<file path="config.mk">
export PLATFORM = sky130hd
export DESIGN_NAME = excl_grant_arbiter
export DESIGN_NICKNAME = d
export VERILOG_FILES = /design/src/rtl/excl_grant_arbiter.sv
export SDC_FILE = /design/constraint.sdc
export NUM_CORES = 1
export LEC_CHECK = 0
export CORE_ASPECT_RATIO = 1.4
export CORE_MARGIN = 5
export CORE_UTILIZATION = 48
export DETAILED_ROUTE_END_ITERATION = 7
export GPL_ROUTABILITY_DRIVEN = 0
export GPL_TIMING_DRIVEN = 0
export PLACE_DENSITY = 0.8
export SETUP_SLACK_MARGIN = 0.1
export SYNTH_ARGS = -nofsm -noshare
export SYNTH_HDL_FRONTEND = slang
export SYNTH_SLANG_ARGS = --single-unit
</file>
<file path="constraint.sdc">
create_clock -name clk -period 1.4 [get_ports clk]
set_input_delay 0.35 -clock clk [delete_from_list [all_inputs] [get_ports clk]]
set_output_delay 0.35 -clock clk [all_outputs]
set_load 0.01 [all_outputs]
</file>
<file path="src/rtl/excl_grant_arbiter.sv">
`default_nettype none
// ============================================================================
//  Module   : excl_grant_arbiter
//  Purpose  : Two-requester round-robin arbiter. Grants o_gnt_a / o_gnt_b are
//             registered and never high together. The arbiter bounds how long
//             one owner can keep the grant while the other side waits. It
//             alternates fairly under contention. It also inserts a fixed
//             all-low turnaround gap between any two grants.
//  Revision : 1.0  initial release
// ----------------------------------------------------------------------------
//  Parameters
//    MAX_HOLD    grant cycles before the owner is preempted while the other
//                side is requesting (>= 1)
//    TURNAROUND  cycles with both grants low between two grants (1..15)
//  Ports
//    clk         single clock, all state updates on the rising edge
//    rst         synchronous active-high reset
//    i_req_a     requester A wants the resource (level)
//    i_req_b     requester B wants the resource (level)
//    i_done_a    A releases; only looked at while A owns the grant
//    i_done_b    B releases; only looked at while B owns the grant
//    o_gnt_a     grant to A (registered)
//    o_gnt_b     grant to B (registered)
//    o_preempt   one-cycle pulse: owner removed purely by hold-limit expiry
//    o_hold_cnt  cycles the current owner has held the grant, saturating at
//                MAX_HOLD; zero while nobody owns the resource
// ============================================================================
module excl_grant_arbiter #(
   parameter int MAX_HOLD   = 8,
   parameter int TURNAROUND = 1
) (
   input  logic                          clk,
   input  logic                          rst,
   input  logic                          i_req_a,
   input  logic                          i_req_b,
   input  logic                          i_done_a,
   input  logic                          i_done_b,
   output logic                          o_gnt_a,
   output logic                          o_gnt_b,
   output logic                          o_preempt,
   output logic [$clog2(MAX_HOLD+1)-1:0] o_hold_cnt
);

   localparam int HW = $clog2(MAX_HOLD + 1);

   localparam logic [HW-1:0] c_MAX_HOLD = HW'(MAX_HOLD);
   localparam logic [HW-1:0] c_HOLD_ONE = HW'(1);

   // The gap counter is loaded with TURNAROUND-1 on release. The cycle that
   // directly follows a release is always low, so that cycle supplies the
   // first gap cycle without any counting.
   localparam int             c_GAP_W    = 4;
   localparam logic [c_GAP_W-1:0] c_GAP_INIT = c_GAP_W'(TURNAROUND - 1);
   localparam logic [c_GAP_W-1:0] c_GAP_ONE  = c_GAP_W'(1);

   typedef enum logic [1:0] {
      S_IDLE  = 2'd0,
      S_OWN_A = 2'd1,
      S_OWN_B = 2'd2
   } state_t;

   state_t               r_state;
   logic                 r_gnt_a;
   logic                 r_gnt_b;
   logic                 r_preempt;
   logic [HW-1:0]        r_hold;
   logic [c_GAP_W-1:0]   r_gap;
   logic                 r_last_b;   // 1: B was the most recent owner

   // ------------------------------------------------------------------------
   // Release decode for the current owner. The hold limit releases only when
   // the other side is actually waiting. Without contention, the owner keeps
   // the grant indefinitely.
   // ------------------------------------------------------------------------
   logic w_at_max;
   logic w_expire_a;
   logic w_expire_b;
   logic w_rel_a;
   logic w_rel_b;
   logic w_pre_a;
   logic w_pre_b;

   assign w_at_max   = (r_hold == c_MAX_HOLD);
   assign w_expire_a = w_at_max & i_req_b;
   assign w_expire_b = w_at_max & i_req_a;

   assign w_rel_a = i_done_a | ~i_req_a | w_expire_a;
   assign w_rel_b = i_done_b | ~i_req_b | w_expire_b;

   // Preempt is reported only when expiry is the sole reason for release.
   // A coincident done or request drop counts as a normal release.
   assign w_pre_a = w_expire_a & i_req_a & ~i_done_a;
   assign w_pre_b = w_expire_b & i_req_b & ~i_done_b;

   // Tie-break: on contention the side that did not own last wins.
   logic w_pick_a;
   logic w_pick_b;

   assign w_pick_a = i_req_a & (~i_req_b | r_last_b);
   assign w_pick_b = i_req_b & ~w_pick_a;

   // ------------------------------------------------------------------------
   // Arbitration FSM; every output is a register written here.
   // ------------------------------------------------------------------------
   always_ff @(posedge clk) begin
      if (rst) begin
         r_state   <= S_IDLE;
         r_gnt_a   <= 1'b0;
         r_gnt_b   <= 1'b0;
         r_preempt <= 1'b0;
         r_hold    <= '0;
         r_gap     <= '0;
         r_last_b  <= 1'b1;
      end else begin
         r_preempt <= 1'b0;
         case (r_state)
            S_IDLE: begin
               if (r_gap != '0) begin
                  r_gap <= r_gap - c_GAP_ONE;
               end else if (w_pick_a) begin
                  r_state <= S_OWN_A;
                  r_gnt_a <= 1'b1;
                  r_hold  <= c_HOLD_ONE;
               end else if (w_pick_b) begin
                  r_state <= S_OWN_B;
                  r_gnt_b <= 1'b1;
                  r_hold  <= c_HOLD_ONE;
               end
            end

            S_OWN_A: begin
               if (w_rel_a) begin
                  r_state   <= S_IDLE;
                  r_gnt_a   <= 1'b0;
                  r_hold    <= '0;
                  r_gap     <= c_GAP_INIT;
                  r_last_b  <= 1'b0;
                  r_preempt <= w_pre_a;
               end else if (!w_at_max) begin
                  r_hold <= r_hold + c_HOLD_ONE;
               end
            end

            S_OWN_B: begin
               if (w_rel_b) begin
                  r_state   <= S_IDLE;
                  r_gnt_b   <= 1'b0;
                  r_hold    <= '0;
                  r_gap     <= c_GAP_INIT;
                  r_last_b  <= 1'b1;
                  r_preempt <= w_pre_b;
               end else if (!w_at_max) begin
                  r_hold <= r_hold + c_HOLD_ONE;
               end
            end

            default: begin
               // Unreachable encoding: drop both grants and re-arbitrate.
               r_state <= S_IDLE;
               r_gnt_a <= 1'b0;
               r_gnt_b <= 1'b0;
               r_hold  <= '0;
               r_gap   <= '0;
            end
         endcase
      end
   end

   assign o_gnt_a    = r_gnt_a;
   assign o_gnt_b    = r_gnt_b;
   assign o_preempt  = r_preempt;
   assign o_hold_cnt = r_hold;

endmodule
`default_nettype wire
</file>
==> results of run 1 <==
-- metrics by stage --
| step | power [mW] | instance area [sq um] | std cells | setup WS [ps] | hold WS (ps) |
|---|---|---|---|---|---|
| 2_1_floorplan | 1.45 | 1100 | 111 | -82.3 | 447 |
| 3_3_place_gp | 1.70 | 1220 | 142 | -610 | 487 |
| 3_5_place_dp | 1.75 | 1220 | 142 | -653 | 475 |
| 4_1_cts | 2.39 | 1460 | 164 | -179 | 501 |
| 5_1_grt | 2.79 | 1570 | 169 | -247 | 544 |
| 6_report | 2.65 | 1570 | 169 | -209 | 507 |
-- flip-flops by register name (all words and copies together), names as in the netlist --
| register | flops |
|---|---|
| o_gnt_b | 1 |
| o_gnt_a | 1 |
| r_last_b | 1 |
| o_hold_cnt | 4 |
| o_preempt | 1 |
| r_state | 2 |
| r_gap | 4 |
-- worst max-delay path: stages (launching register included) --
cell	delay [ps]
dfxtp_2	340
inv_2	80
ha_4	130
or3b_4	440
or4_4	430
o311ai_1	80
-- routing by layer --
layer	vias up	track usage (%)	share of wire, %	routed length, microns
met5	-	0	0	0
met4	0	13.8	3.7	123
met3	11	3.21	3.9	130
met2	40	36.8	54	1810
li1	515	-	-	-
met1	537	22.1	39	1300
-- power by group through the flow --
| stage | clock network [mW] | logic, mW | registers [mW] |
|---|---|---|---|
| floorplan | 0 | 0.833 | 0.616 |
| global placement | 0 | 1.08 | 0.619 |
| detailed placement | 0 | 1.12 | 0.624 |
| CTS | 0.264 | 1.51 | 0.617 |
| global route | 0.280 | 1.87 | 0.643 |
| finish | 0.269 | 1.75 | 0.625 |
-- timing repair --
action | 4_1_cts | 5_1_grt
setup endpoints to repair | 21 | 19
setup buffers | 17 | 5
gates resized for setup | 40 | 23
gates cloned | 1 | 0
pin swaps | 14 | 7
-- worst min-delay path by stage --
stage	slack, ps	end	depth (start not counted)
5_1_grt	540	r_last_b	1
4_1_cts	500	r_last_b	1
6_report	510	r_last_b	1
2_1_floorplan	450	r_last_b	1
3_3_place_gp	490	r_last_b	1
3_5_place_dp	480	r_last_b	1
-- cells by family after synthesis --
logic type / count (synthesis) / share of synthesized area [%]
AOI/OAI and AO/OA: 29 / 24.4
adders and majority gates: 8 / 9.76
buffers and inverters: 17 / 7.44
DFF: 14 / 27.3
and+or+nand+nor: 43 / 31.1
-- final cells by class --
cell class	count	area [sq um]	share of cell area, %
Inverter	11	48.8	3.11
Timing Repair Buffer	33	260	16.6
Multi-Input combinational cell	80	863	54.9
Buffer	6	41.3	2.63
Tap cell	21	26.3	1.67
Sequential cell	14	305	19.4
Clock buffer	4	26.3	1.67
-- cells in the final DEF (no fill, tap or decap), types with 4 or more instances in the layout --
cell      instances
inv_1             4
buf_6             5
nand2_1           4
buf_4            21
inv_2             4
clkbuf_1          4
o311ai_1          4
dfxtp_1           6
dfxtp_4           6
ha_4              5
==> results.sh, run 1 <==
export IMPL_crit_path_end="r_gap[1]"
export IMPL_fin_ws_ps=-209
export IMPL_combPwrFrac_pct=66.2
export IMPL_viasPerCell=6.53
export IMPL_synth_ff_type="dfxtp_1"
export IMPL_grt_ovfl_total=0
export IMPL_crit_path_start_kind="flop"
export IMPL_synth_top_area_share_pct=27.3
export IMPL_finish_utilization_pct=78.7
export IMPL_clock_sink_count=14
export IMPL_syn_area_sq_mm=0.00103
export IMPL_p_switching_mw=1.15
export IMPL_h_tree_depth=1
export IMPL_die_h_microns=64.7
export IMPL_synth_top_cells_by_area="dfxtp_1, ha_1, o311ai_1"
export IMPL_yosys_cell_count_top_type="dfxtp_1"
export IMPL_synth_edf_count=0
export IMPL_grt_usage_pct=20.7
export IMPL_seq_power_share_pct=23.6
export IMPL_grt_pass1_vias=1135
export IMPL_synth_largest_area_cell="dfxtp_1"
export IMPL_clockBufferDepth=2
export IMPL_ir_worst_vdd_mv=1.24
export IMPL_hold_start="r_last_b"
export IMPL_die_width_microns=49.1
export IMPL_p_per_area_mw_per_mm2=1680
export IMPL_hold_viol_final=0
export IMPL_cts_root_buf="clkbuf_4"
export IMPL_clock_fmax_mhz=622
export IMPL_clockPowerShare_pct=10.2
export IMPL_setup_tns_final_ps=-2000
export IMPL_start_util_pct=51.4
export IMPL_hold_buffers=0
export IMPL_portBuffers=10
export IMPL_worst_hold_path_type="flop to flop"
export IMPL_crit_reg2reg_launch="r_gap[0]"
export IMPL_finalCriticalPeriod_ps=1610
export IMPL_r2r_cells=5
export IMPL_violations="negative setup slack"
export IMPL_worstSkewPairLatency_ps=300
export IMPL_swShare_pct=43.4
export IMPL_endpoint_kind="flop"
export IMPL_fp_row_count=19
export IMPL_syn2layout_area_growth_pct=53.2
export IMPL_synth_seq_area_share_pct=27.3
export IMPL_diodes=0
export IMPL_drv_cap=0
export IMPL_grt_pass1_wl_microns=5220
export IMPL_synth_warnings=0
export IMPL_drc=0
export IMPL_rrSetupSlack_ps=-210
export IMPL_status="finished, violations left"
export IMPL_tritoncts="done"
export IMPL_antenna_found_initial=0
export IMPL_fillers=131
export IMPL_ys_async_sr_fraction_pct=0
export IMPL_setup_viol=14
export IMPL_first_iter_violations=33
export IMPL_wl_per_cell_microns=19.9
export IMPL_postRouteWirelength_microns=3360
export IMPL_hpwlAfterDp_microns=1980
export IMPL_p_int_mw=1.50
export IMPL_crit_fanout=6
export IMPL_rsz0062_at_grt="yes"
export IMPL_dr_pass1_iters=4
export IMPL_finalNetCount=163
export IMPL_slew_headroom_pct=58.6
export IMPL_coreArea_sq_mm=0.00200
export IMPL_cp_startpoint="r_gap[0]"
export IMPL_grt_max_degree=11
export IMPL_die_area_sq_mm=0.00318
export IMPL_leakagePower_nw=0.587
export IMPL_synthCells=111
export IMPL_synth_common_cells="dfxtp_1, inv_1, ha_1"
export IMPL_tightest_slew_ps=620
export IMPL_synth_nets=125
export IMPL_layout_drive_gt1_share_pct=57.4
export IMPL_crit_required_ps=1610
export IMPL_ys_seq_elements=14
export IMPL_ant_nets=0
export IMPL_fin_skew_ps=2.47
export IMPL_numCtsBuffers=3
export IMPL_final_period_utilization_pct=115
export IMPL_timing_worst_setup_path_type="flop to flop"
export IMPL_synth_cell_type_count=49
export IMPL_worstReg2RegEnd="r_gap[1]"
export IMPL_worst_ep_arrival_time_ps=1820
export IMPL_path_clk_slew_ps=90
export IMPL_finalMaxSlewViolations=0
export IMPL_io_pins=13
export IMPL_avgSynthCellArea_sq_um=9.24
export IMPL_num_vias=1103
(Power assumes the default switching activity.)
==> inputs of run 2 (changes only) <==
--- a/config.mk
+++ b/config.mk
@@ -5,14 +5,17 @@
 export SDC_FILE = /design/constraint.sdc
 export NUM_CORES = 1
 export LEC_CHECK = 0
+export ABC_AREA = 1
 export CORE_ASPECT_RATIO = 1.4
 export CORE_MARGIN = 5
-export CORE_UTILIZATION = 48
+export CORE_UTILIZATION = 46
 export DETAILED_ROUTE_END_ITERATION = 7
 export GPL_ROUTABILITY_DRIVEN = 0
 export GPL_TIMING_DRIVEN = 0
-export PLACE_DENSITY = 0.8
+export PLACE_DENSITY = 0.79
 export SETUP_SLACK_MARGIN = 0.1
+export SLEW_MARGIN = 20
 export SYNTH_ARGS = -nofsm -noshare
 export SYNTH_HDL_FRONTEND = slang
 export SYNTH_SLANG_ARGS = --single-unit
+export TNS_END_PERCENT = 5
==> run 2 against run 1 <==
The flow still finishes with violations (negative setup slack). Worst hold slack lost 77 ps. Synthesized cell count grew 11%. Highest routed layer unchanged. Critical path type unchanged. Critical path depth grew 3. Clock power grew 19%. Power grew 16%.
==> results.sh, run 2 <==
export IMPL_timing_worst_setup_path_type="flop to flop"
export IMPL_clockBufferDepth=2
export IMPL_worstReg2RegEnd="o_hold_cnt[2]"
export IMPL_p_per_area_mw_per_mm2=2410
export IMPL_rrSetupSlack_ps=-20
export IMPL_ys_async_sr_fraction_pct=0
export IMPL_endpoint_kind="flop"
export IMPL_viasPerCell=5.58
export IMPL_syn2layout_area_growth_pct=48.7
export IMPL_grt_pass1_wl_microns=3410
export IMPL_diodes=0
export IMPL_finalMaxSlewViolations=0
export IMPL_clock_fmax_mhz=706
export IMPL_synth_top_area_share_pct=32.7
export IMPL_synth_top_cells_by_area="dfxtp_1, ha_1, nand2_1"
export IMPL_postRouteWirelength_microns=2490
export IMPL_num_vias=932
export IMPL_hold_start="rst"
export IMPL_path_clk_slew_ps=90
export IMPL_leakagePower_nw=0.557
export IMPL_fillers=129
export IMPL_synth_cell_type_count=21
export IMPL_synth_edf_count=0
export IMPL_drc=0
export IMPL_tritoncts="done"
export IMPL_synth_warnings=0
export IMPL_r2r_cells=8
export IMPL_worstHoldPathCells=2
export IMPL_start_util_pct=48.2
export IMPL_finalCriticalPeriod_ps=1420
export IMPL_grt_pass1_vias=871
export IMPL_crit_reg2reg_launch="o_hold_cnt[1]"
export IMPL_numCtsBuffers=3
export IMPL_wl_per_cell_microns=14.9
export IMPL_h_tree_depth=1
export IMPL_violations="negative setup slack"
export IMPL_synth_largest_area_cell="dfxtp_1"
export IMPL_first_iter_violations=33
export IMPL_fin_skew_ps=0.701
export IMPL_synthCells=123
export IMPL_clock_sink_count=14
export IMPL_finalNetCount=162
export IMPL_ir_worst_vdd_mv=1.44
export IMPL_fp_row_count=18
export IMPL_dp_slack_ps=-442
export IMPL_grt_ovfl_total=0
export IMPL_die_width_microns=46.5
export IMPL_portBuffers=12
export IMPL_worst_ep_arrival_time_ps=1620
export IMPL_crit_path_start_kind="flop"
export IMPL_rsz0062_at_grt="yes"
export IMPL_synth_seq_area_share_pct=32.7
export IMPL_cts_root_buf="clkbuf_4"
export IMPL_dr_pass1_iters=4
export IMPL_fin_ws_ps=-17.1
export IMPL_tightest_slew_ps=374
export IMPL_final_cell_mix="nand2_1, nor2_1, nand3_1"
export IMPL_yosys_cell_count_top_type="nand2_1"
export IMPL_layout_drive_gt1_share_pct=33.3
export IMPL_drv_cap=0
export IMPL_synth_nets=137
export IMPL_antenna_found_initial=0
export IMPL_setup_tns_final_ps=-17.1
export IMPL_multi_input_area_sq_um=673
export IMPL_syn_area_sq_um=858
export IMPL_status="finished, violations left"
export IMPL_finish_utilization_pct=71.7
export IMPL_synth_ff_type="dfxtp_1"
export IMPL_io_pins=13
export IMPL_final_seq_area_sq_um=295
export IMPL_setup_viol=1
export IMPL_layout_commonest_cell="nand2_1"
export IMPL_min_to="r_gap[3]"
export IMPL_worstSkewPairLatency_ps=300
export IMPL_hold_viol_final=0
export IMPL_synth_common_cells="nand2_1, nor2_1, dfxtp_1"
export IMPL_slew_headroom_pct=75.0
export IMPL_grt_max_degree=10
export IMPL_avgSynthCellArea_sq_um=6.98
export IMPL_hpwlAfterDp_microns=1450
export IMPL_worst_hold_path_type="input pin to flop"
export IMPL_grt_usage_pct=16.2
export IMPL_ant_nets=0
export IMPL_final_period_utilization_pct=101
export IMPL_coreArea_sq_mm=0.00178
export IMPL_ys_seq_elements=14
export IMPL_crit_required_ps=1600
export IMPL_die_h_microns=61.1
export IMPL_die_area_sq_mm=0.00284
export IMPL_crit_fanout=8
export IMPL_hold_buffers=0
run 2: changes by cell type after synthesis, moves of 5 or more:
cell,previous run,this run
nand2_1,4,25
nand3_1,4,9
o21ai_1,0,5
a21oi_1,2,11
nor2_1,3,17
or4_1,5,0
o311ai_1,5,0
run 2: worst max path at each step:
stage	start	endpoint	slack [ps]	cells past startpoint
CTS	r_state[1]	r_state[0]	-30	10
global route	r_state[1]	r_gap[2]	-100	8
global placement	i_req_a	r_gap[1]	-410	7
floorplan	r_state[0]	r_gap[0]	90	7
finish	o_hold_cnt[1]	o_hold_cnt[2]	-20	8
detailed placement	i_req_a	r_gap[3]	-440	7
run 2: power by group:
group,switching (mW),internal [mW]
sequential,0.136,0.558
clock,0.161,0.159
combinational,1.20,0.855
run 2: what timing repair did:
item                                    in CTS  in global routing
endpoints found under the setup margin      20                 17
pin swaps                                    0                 23
cloned                                       0                  0
resized for setup                           20                 38
setup buffers                                0                  8
run 2: kinds of logic (layout without fill, tap and decap cells):
kind of cell	count (synthesis)	after routing	synth area share, %
DFF	14	14	32.7
buffers and inverters	14	38	6.12
AOI/OAI and AO/OA	23	23	14.9
adders and majority gates	8	8	11.7
and+or+nand+nor	61	61	31.6
xor gates and xnor gates	3	3	3.06
run 2: per-stage QoR:
step                      instance area [sq um]  total power, mW  std cells  hold slack, ps
final                                      1280             3.07        167             430
after global routing                       1280             3.30        167             473
after CTS                                  1070             2.51        159             474
after detailed placement                   1020             2.14        155             462
after global placement                     1020             2.09        155             454
after floorplan                             875             1.80        123             419
run 2: metal layers:
metal / up-vias / global-route usage, % / wire length [microns]
li1: 453 / - / -
met4: 0 / 11.0 / 76
met5: - / 0 / 0
met2: 25 / 28.9 / 1340
met3: 9 / 3.22 / 90
met1: 445 / 16.3 / 983
run 2: worst max-delay path, stage by stage (launching register included):
cell     delay [ps]
dfxtp_2         360
inv_1            90
ha_4            140
nand4_1         140
nand2_4         160
nand2_8          90
buf_4           140
a31oi_1         140
nor2_1           60
run 2: area by class of cell:
cell class | count | share of cell area (%)
Inverter | 14 | 5.20
Timing Repair Buffer | 20 | 14.1
Clock buffer | 4 | 2.84
Sequential cell | 14 | 23.1
Tap cell | 20 | 1.96
Multi-Input combinational cell | 95 | 52.7
==> inputs of run 3 (changes only) <==
--- a/config.mk
+++ b/config.mk
@@ -12,7 +12,7 @@
 export DETAILED_ROUTE_END_ITERATION = 7
 export GPL_ROUTABILITY_DRIVEN = 0
 export GPL_TIMING_DRIVEN = 0
-export PLACE_DENSITY = 0.79
+export PLACE_DENSITY = 0.72
 export SETUP_SLACK_MARGIN = 0.1
 export SLEW_MARGIN = 20
 export SYNTH_ARGS = -nofsm -noshare
==> run 3 against run 2 <==
The run now ends clean. Combinational power decreased by 7%. Final area decreased by 3.2%. Routed wire length decreased by 10%. Critical path depth decreased by 1. Worst hold slack got worse by 1.9 ps. Power decreased by 5.4%. Core utilization decreased by 2.3 points. Largest power group unchanged. Clock skew increased by 1.4 ps. Final cell count decreased by 2.4%.
==> results.sh, run 3 (synthesis results as in run 2) <==
export IMPL_status="finished, final reports clean"
export IMPL_dr_pass1_iters=4
export IMPL_setup_viol=0
export IMPL_clock_sink_count=14
export IMPL_fin_ws_ps=0.697
export IMPL_dp_slack_ps=-408
export IMPL_num_vias=886
export IMPL_p_switching_mw=1.40
export IMPL_endpoint_kind="flop"
export IMPL_dp_cells=155
export IMPL_swShare_pct=48.2
export IMPL_fin_cells=163
export IMPL_finalNetCount=158
export IMPL_p_per_area_mw_per_mm2=2350
export IMPL_coreArea_sq_mm=0.00178
export IMPL_first_iter_violations=31
export IMPL_slew_headroom_pct=77.1
export IMPL_finalMaxSlewViolations=0
export IMPL_io_pins=13
export IMPL_worstSkewPairLatency_ps=290
export IMPL_layout_commonest_cell="nand2_1"
export IMPL_ant_nets=0
export IMPL_final_period_utilization_pct=100
export IMPL_layout_drive_gt1_share_pct=29.4
export IMPL_die_area_sq_mm=0.00284
export IMPL_postRouteWirelength_microns=2240
export IMPL_wl_per_cell_microns=13.7
export IMPL_worstHoldPathCells=2
export IMPL_postPlaceCellArea_sq_mm=0.00102
export IMPL_cts_root_buf="clkbuf_4"
export IMPL_syn2layout_area_growth_pct=43.9
export IMPL_grt_pass1_wl_microns=3170
export IMPL_drv_cap=0
export IMPL_ir_worst_vdd_mv=1.52
export IMPL_timing_worst_setup_path_type="flop to flop"
export IMPL_rsz0062_at_grt="yes"
export IMPL_antenna_found_initial=0
export IMPL_final_area_sq_mm=0.00123
export IMPL_clockPowerShare_pct=10.8
export IMPL_power_mw=2.91
export IMPL_worst_ep_arrival_time_ps=1600
export IMPL_seq_power_share_pct=23.6
export IMPL_p_int_mw=1.51
export IMPL_viasPerCell=5.44
export IMPL_r2r_cells=7
export IMPL_fin_skew_ps=2.07
export IMPL_start_util_pct=48.2
export IMPL_tritoncts="done"
export IMPL_portBuffers=12
export IMPL_fillers=136
export IMPL_crit_fanout=7
export IMPL_diodes=0
export IMPL_grt_usage_pct=15.0
export IMPL_crit_required_ps=1600
export IMPL_grt_pass1_vias=808
export IMPL_clockBufferDepth=2
export IMPL_h_tree_depth=1
export IMPL_drc=0
export IMPL_crit_path_start_kind="flop"
export IMPL_combPwrFrac_pct=65.7
export IMPL_tightest_slew_ps=343
export IMPL_grt_max_degree=10
export IMPL_die_width_microns=46.5
export IMPL_numCtsBuffers=3
export IMPL_final_cell_mix="nand2_1, nor2_1, a21oi_1"
export IMPL_grt_ovfl_total=0
export IMPL_hold_ws_ps=428
export IMPL_path_clk_slew_ps=100
export IMPL_leakagePower_nw=0.521
export IMPL_clock_fmax_mhz=715
export IMPL_die_h_microns=61.1
export IMPL_finalCriticalPeriod_ps=1400
export IMPL_fp_row_count=18
export IMPL_worst_hold_path_type="input pin to flop"
export IMPL_hpwlAfterDp_microns=1430
export IMPL_hold_viol_final=0
==> run 3: changes by cell type in the layout (fill, tap and decap cells not counted), moves of 2 or more <==
cell / delta
a21oi_2: -2
dfxtp_2: -3
dlygate4sd2_1: -2
dfxtp_4: +2
a21oi_1: +2
nand2_1: +2
buf_4: -4
==> run 3: final cells by class <==
| class | instances | area (sq um) | area share (%) |
|---|---|---|---|
| sequential | 14 | 299 | 24.2 |
| timing repair buffer | 16 | 148 | 12.0 |
| multi-input combinational | 95 | 661 | 53.5 |
| tap | 20 | 25.0 | 2.03 |
| inverter | 14 | 66.3 | 5.37 |
| clock buffer | 4 | 36.3 | 2.94 |
==> run 3: worst max-delay path, stage by stage, from the launching register on <==
cell     delay, ps
dfxtp_4        380
inv_4           80
ha_4           210
nand2_4         70
o21ai_4        310
o21ai_1        140
nand2_1         80
nor2_1          50
==> run 3: timing repair <==
action	CTS	global route
hold buffers	0	0
resized for setup	15	43
buffers inserted	0	4
pin swaps	2	18
endpoints found under the setup margin	20	18
==> run 3: power by group through the flow <==
| stage | logic [mW] | clock network, mW | registers (mW) |
|---|---|---|---|
| after floorplan | 1.15 | 0 | 0.646 |
| after global routing | 2.11 | 0.340 | 0.706 |
| after detailed placement | 1.48 | 0 | 0.647 |
| after global placement | 1.45 | 0 | 0.642 |
| after CTS | 1.51 | 0.303 | 0.644 |
| final | 1.91 | 0.313 | 0.686 |
==> run 3: per-stage QoR <==
stage / util [%] / setup TNS, ps
after floorplan: - / 0
after global placement: 57.3 / -4670
after detailed placement: 57.3 / -4620
after CTS: 59.5 / -323
after global routing: 69.4 / -477
final: 69.4 / 0
==> run 3: final timing paths <==
kind | from | endpoint | slack [ps]
worst max register to register | r_state[1] | o_hold_cnt[2] | 0.7
worst min register to register | r_gap[1] | r_gap[1] | 470
worst max-delay path | r_state[1] | o_hold_cnt[2] | 0.7
worst min-delay path | rst | r_gap[3] | 430
==> run 3: routing by layer <==
layer / vias up / global-route usage, % / wire [microns]
met5: - / 0 / 0
met4: 0 / 8.94 / 62
met3: 9 / 2.63 / 120
met2: 30 / 26.8 / 1120
li1: 447 / - / -
met1: 400 / 15.8 / 928
==> variant 1 (config.mk and constraints of run 3) <==
Make the reset (`rst`) asynchronous in one clocked block. Comments in the files are not updated.
--- a/src/rtl/excl_grant_arbiter.sv
+++ b/src/rtl/excl_grant_arbiter.sv
@@ -102,7 +102,7 @@
    // ------------------------------------------------------------------------
    // Arbitration FSM; every output is a register written here.
    // ------------------------------------------------------------------------
-   always_ff @(posedge clk) begin
+   always_ff @(posedge clk or posedge rst) begin
       if (rst) begin
          r_state   <= S_IDLE;
          r_gnt_a   <= 1'b0;
Check against the original RTL: differs if rst is asserted again (counterexample within 4 cycles, from zero or initial values and one cycle with rst high); with rst held inactive, the same outputs for 10 cycles.
==> variant 1 against run 3 <==
  * The flow now finishes with violations (setup timing)
  * Sequential cell count unchanged
  * Wire length increased by 0.81%
  * Area after synthesis increased by 13%
  * Power decreased by 12%
  * Non-clock buffer count increased by 6
  * Combinational power decreased by 15%
  * Cell area increased by 4.6%
  * Setup slack got worse by 0.089 ns
  * Fmax decreased by 6.0%
  * Critical endpoint is now r_state[0]
  * Largest cell class unchanged
==> variant 1: results <==
set metrics [dict create \
    wl_met2_mm 1.23 \
    hpwl_mm 1.56 \
    drtIter0Drc 15 \
    arrival_ns 1.70 \
    path_delay_family "buffers and inverters" \
    violations "setup timing" \
    stdcell_count 178 \
    fin_tns_setup_ns -0.512 \
    hp-class "in2async" \
    hold_slack_ns 0.406 \
    num-nonclk-buffers 22 \
    synth_commonest_cells "nand2_1, inv_1, dfrtp_1" \
    grt_max_degree 15 \
    endpoint "r_state[0]" \
    synth_ff_type "dfrtp_1" \
    r2r_slack_ns -0.06 \
    htreeDepth 1 \
    critPathMaxStageDelay_ns 0.54 \
    grt_pass1_vias 930 \
    signal_buffer_area_fraction_pct 14.0 \
    leakagePower_nw 0.652 \
    async_flop_share_pct 100 \
    n_all_inverters 16 \
    wl_met3_um 85 \
    finalSetupViolCount 12 \
    avgSynthCellArea_um2 7.35 \
    critPathSlowestCell "clkdlybuf4s50_1" \
    grt_pass1_wl_mm 3.96 \
    reg2reg_from "r_state[1]" \
    slew_headroom_pct 62.5 \
    comb.multi_input.count 101 \
    cp-startpoint "i_req_b" \
    num-clock-buffers 4 \
    ys_types 23 \
    ir_drop_mv 1.34 \
    routed_wl_mm 2.25 \
    clkCellAreaFrac_pct 2.03 \
    n_fill_cell 176 \
    n_sequential_cell 14 \
    syn_nets 146 \
    grtUsageMet3_pct 2.79 \
    placed_area_um2 1120 \
    drive_above_1_share_pct 31.2 \
    vias_per_cell 5.21 \
    reg2reg_to "r_state[0]" \
    areaGrowthSynthToFinish_pct 33.2 \
    multi_input_area_um2 638 \
    cts_resized 19 \
    post_cts_buffers 6 \
    core_um2 2000 \
    nets 172 \
    synth_area_leaders "dfrtp_1, nand2_1, ha_1" \
    status "complete, but fails checks" \
    fin_ws_ns -0.0881 \
    skew_ns 0.0102 \
]
==> variant 1: cell types whose count changed after synthesis, sizes merged, moves of 3 or more <==
cell / before / now
inv: 13 / 16
dfxtp: 14 / 0
a21oi: 11 / 1
nand2: 28 / 54
nand3: 9 / 6
dfrtp: 0 / 13
nor2: 20 / 13
==> variant 1: logic make-up (layout without fill, tap and decap cells) <==
| group | after synthesis | count (layout) | share of synthesized area, % |
|---|---|---|---|
| flip-flops | 14 | 14 | 36.3 |
| buffers and inverters | 17 | 42 | 6.97 |
| AND/OR/NAND/NOR | 81 | 81 | 38.5 |
| XOR/XNOR | 3 | 3 | 2.71 |
| AO/OA/AOI/OAI | 9 | 9 | 5.29 |
| adder cells (fa/ha/maj) | 8 | 8 | 10.3 |
==> variant 1: power by group <==
part / switching [mW] / internal, mW / leakage (nW)
logic: 0.953 / 0.671 / 0.462
clock network: 0.133 / 0.111 / 0.0150
registers: 0.131 / 0.570 / 0.175
total: 1.22 / 1.35 / 0.652
==> variant 2 (settings of run 3) <==
Without the edit above. Set the parameter `MAX_HOLD` to 4 (it was 8).
--- a/src/rtl/excl_grant_arbiter.sv
+++ b/src/rtl/excl_grant_arbiter.sv
@@ -26,7 +26,7 @@
 //                MAX_HOLD; zero while nobody owns the resource
 // ============================================================================
 module excl_grant_arbiter #(
-   parameter int MAX_HOLD   = 8,
+   parameter int MAX_HOLD   = 4,
    parameter int TURNAROUND = 1
 ) (
    input  logic                          clk,
Ports: changed (resized o_hold_cnt); port bits go from 13 to 12. No check against the original RTL was run, so the function may have changed too.
==> variant 2 against run 3 <==
  * Wire length is 6.7% lower
  * Sequential cell count is 1 lower
  * Via count is 4.3% higher
  * Synthesized cell count is 9.8% higher
  * Sequential share of layout area is 1.8 points lower
  * Cell area is 2.2% lower
  * Area after synthesis is 2.6% higher
  * Clock power is 25% lower
  * Power is 3.6% lower
  * Setup slack better by 0.049 ns
  * Cell count is 7.4% higher
  * Critical path type unchanged
==> variant 2: results <==
set metrics [dict create \
    status "complete, no violations" \
    min_path_cells 3 \
    drive_above_1_share_pct 26.5 \
    synth_xor_area_share_pct 1.99 \
    hold_start "i_req_b" \
    grt_pass1_wl_mm 3.10 \
    path_delay_family "simple AND/OR/NAND/NOR gates" \
    synth.top_cell.area_share_pct 29.5 \
    p_per_area_nw_per_um2 2320 \
    port_buffers 11 \
    track_usage_pct 14.5 \
    power.switching_mw 1.37 \
    grt_pass1_vias 784 \
    vias 924 \
    avgSynthCellArea_um2 6.52 \
    synth_area_leaders "dfxtp_1, nand2_1, nor2_1" \
    wl_per_cell_um 11.9 \
    dp_slack_ns -0.273 \
    hpwl_mm 1.41 \
    rr_worst_depth 9 \
    crit_fanout 6 \
    reg2reg_to "r_state[0]" \
    drtIter0Drc 21 \
    ir_drop_mv 1.73 \
    skew_ns 0.00962 \
    hold_end "o_preempt" \
    arrival_ns 1.52 \
    synth_fa_ha_area_share_pct 11.4 \
    hold_slack_ns 0.474 \
]
[variant 2: timing repair]
| item | 4_1_cts | 5_1_grt |
|---|---|---|
| hold buffers | 0 | 0 |
| endpoints found under the setup margin | 18 | 14 |
| pin swaps | 2 | 17 |
| buffers inserted | 0 | 5 |
| resized for setup | 15 | 29 |
| endpoints found under the hold margin | 0 | 0 |
[variant 2: cell type report]
cell class / instances / area (um2)
Timing Repair Buffer: 16 / 141
Clock buffer: 4 / 26.3
Sequential cell: 13 / 270
Multi-Input combinational cell: 103 / 656
Inverter: 17 / 70.1
Buffer: 2 / 18.8
Fill cell: 155 / 594
Tap cell: 20 / 25.0
[variant 2: routing by layer]
layer	global-route usage, %	share of wire (%)	vias to the layer above
li1	-	-	463
met2	24.5	50	22
met5	0	0	-
met4	6.72	3.1	0
met1	17.5	43	430
met3	2.59	3.6	9
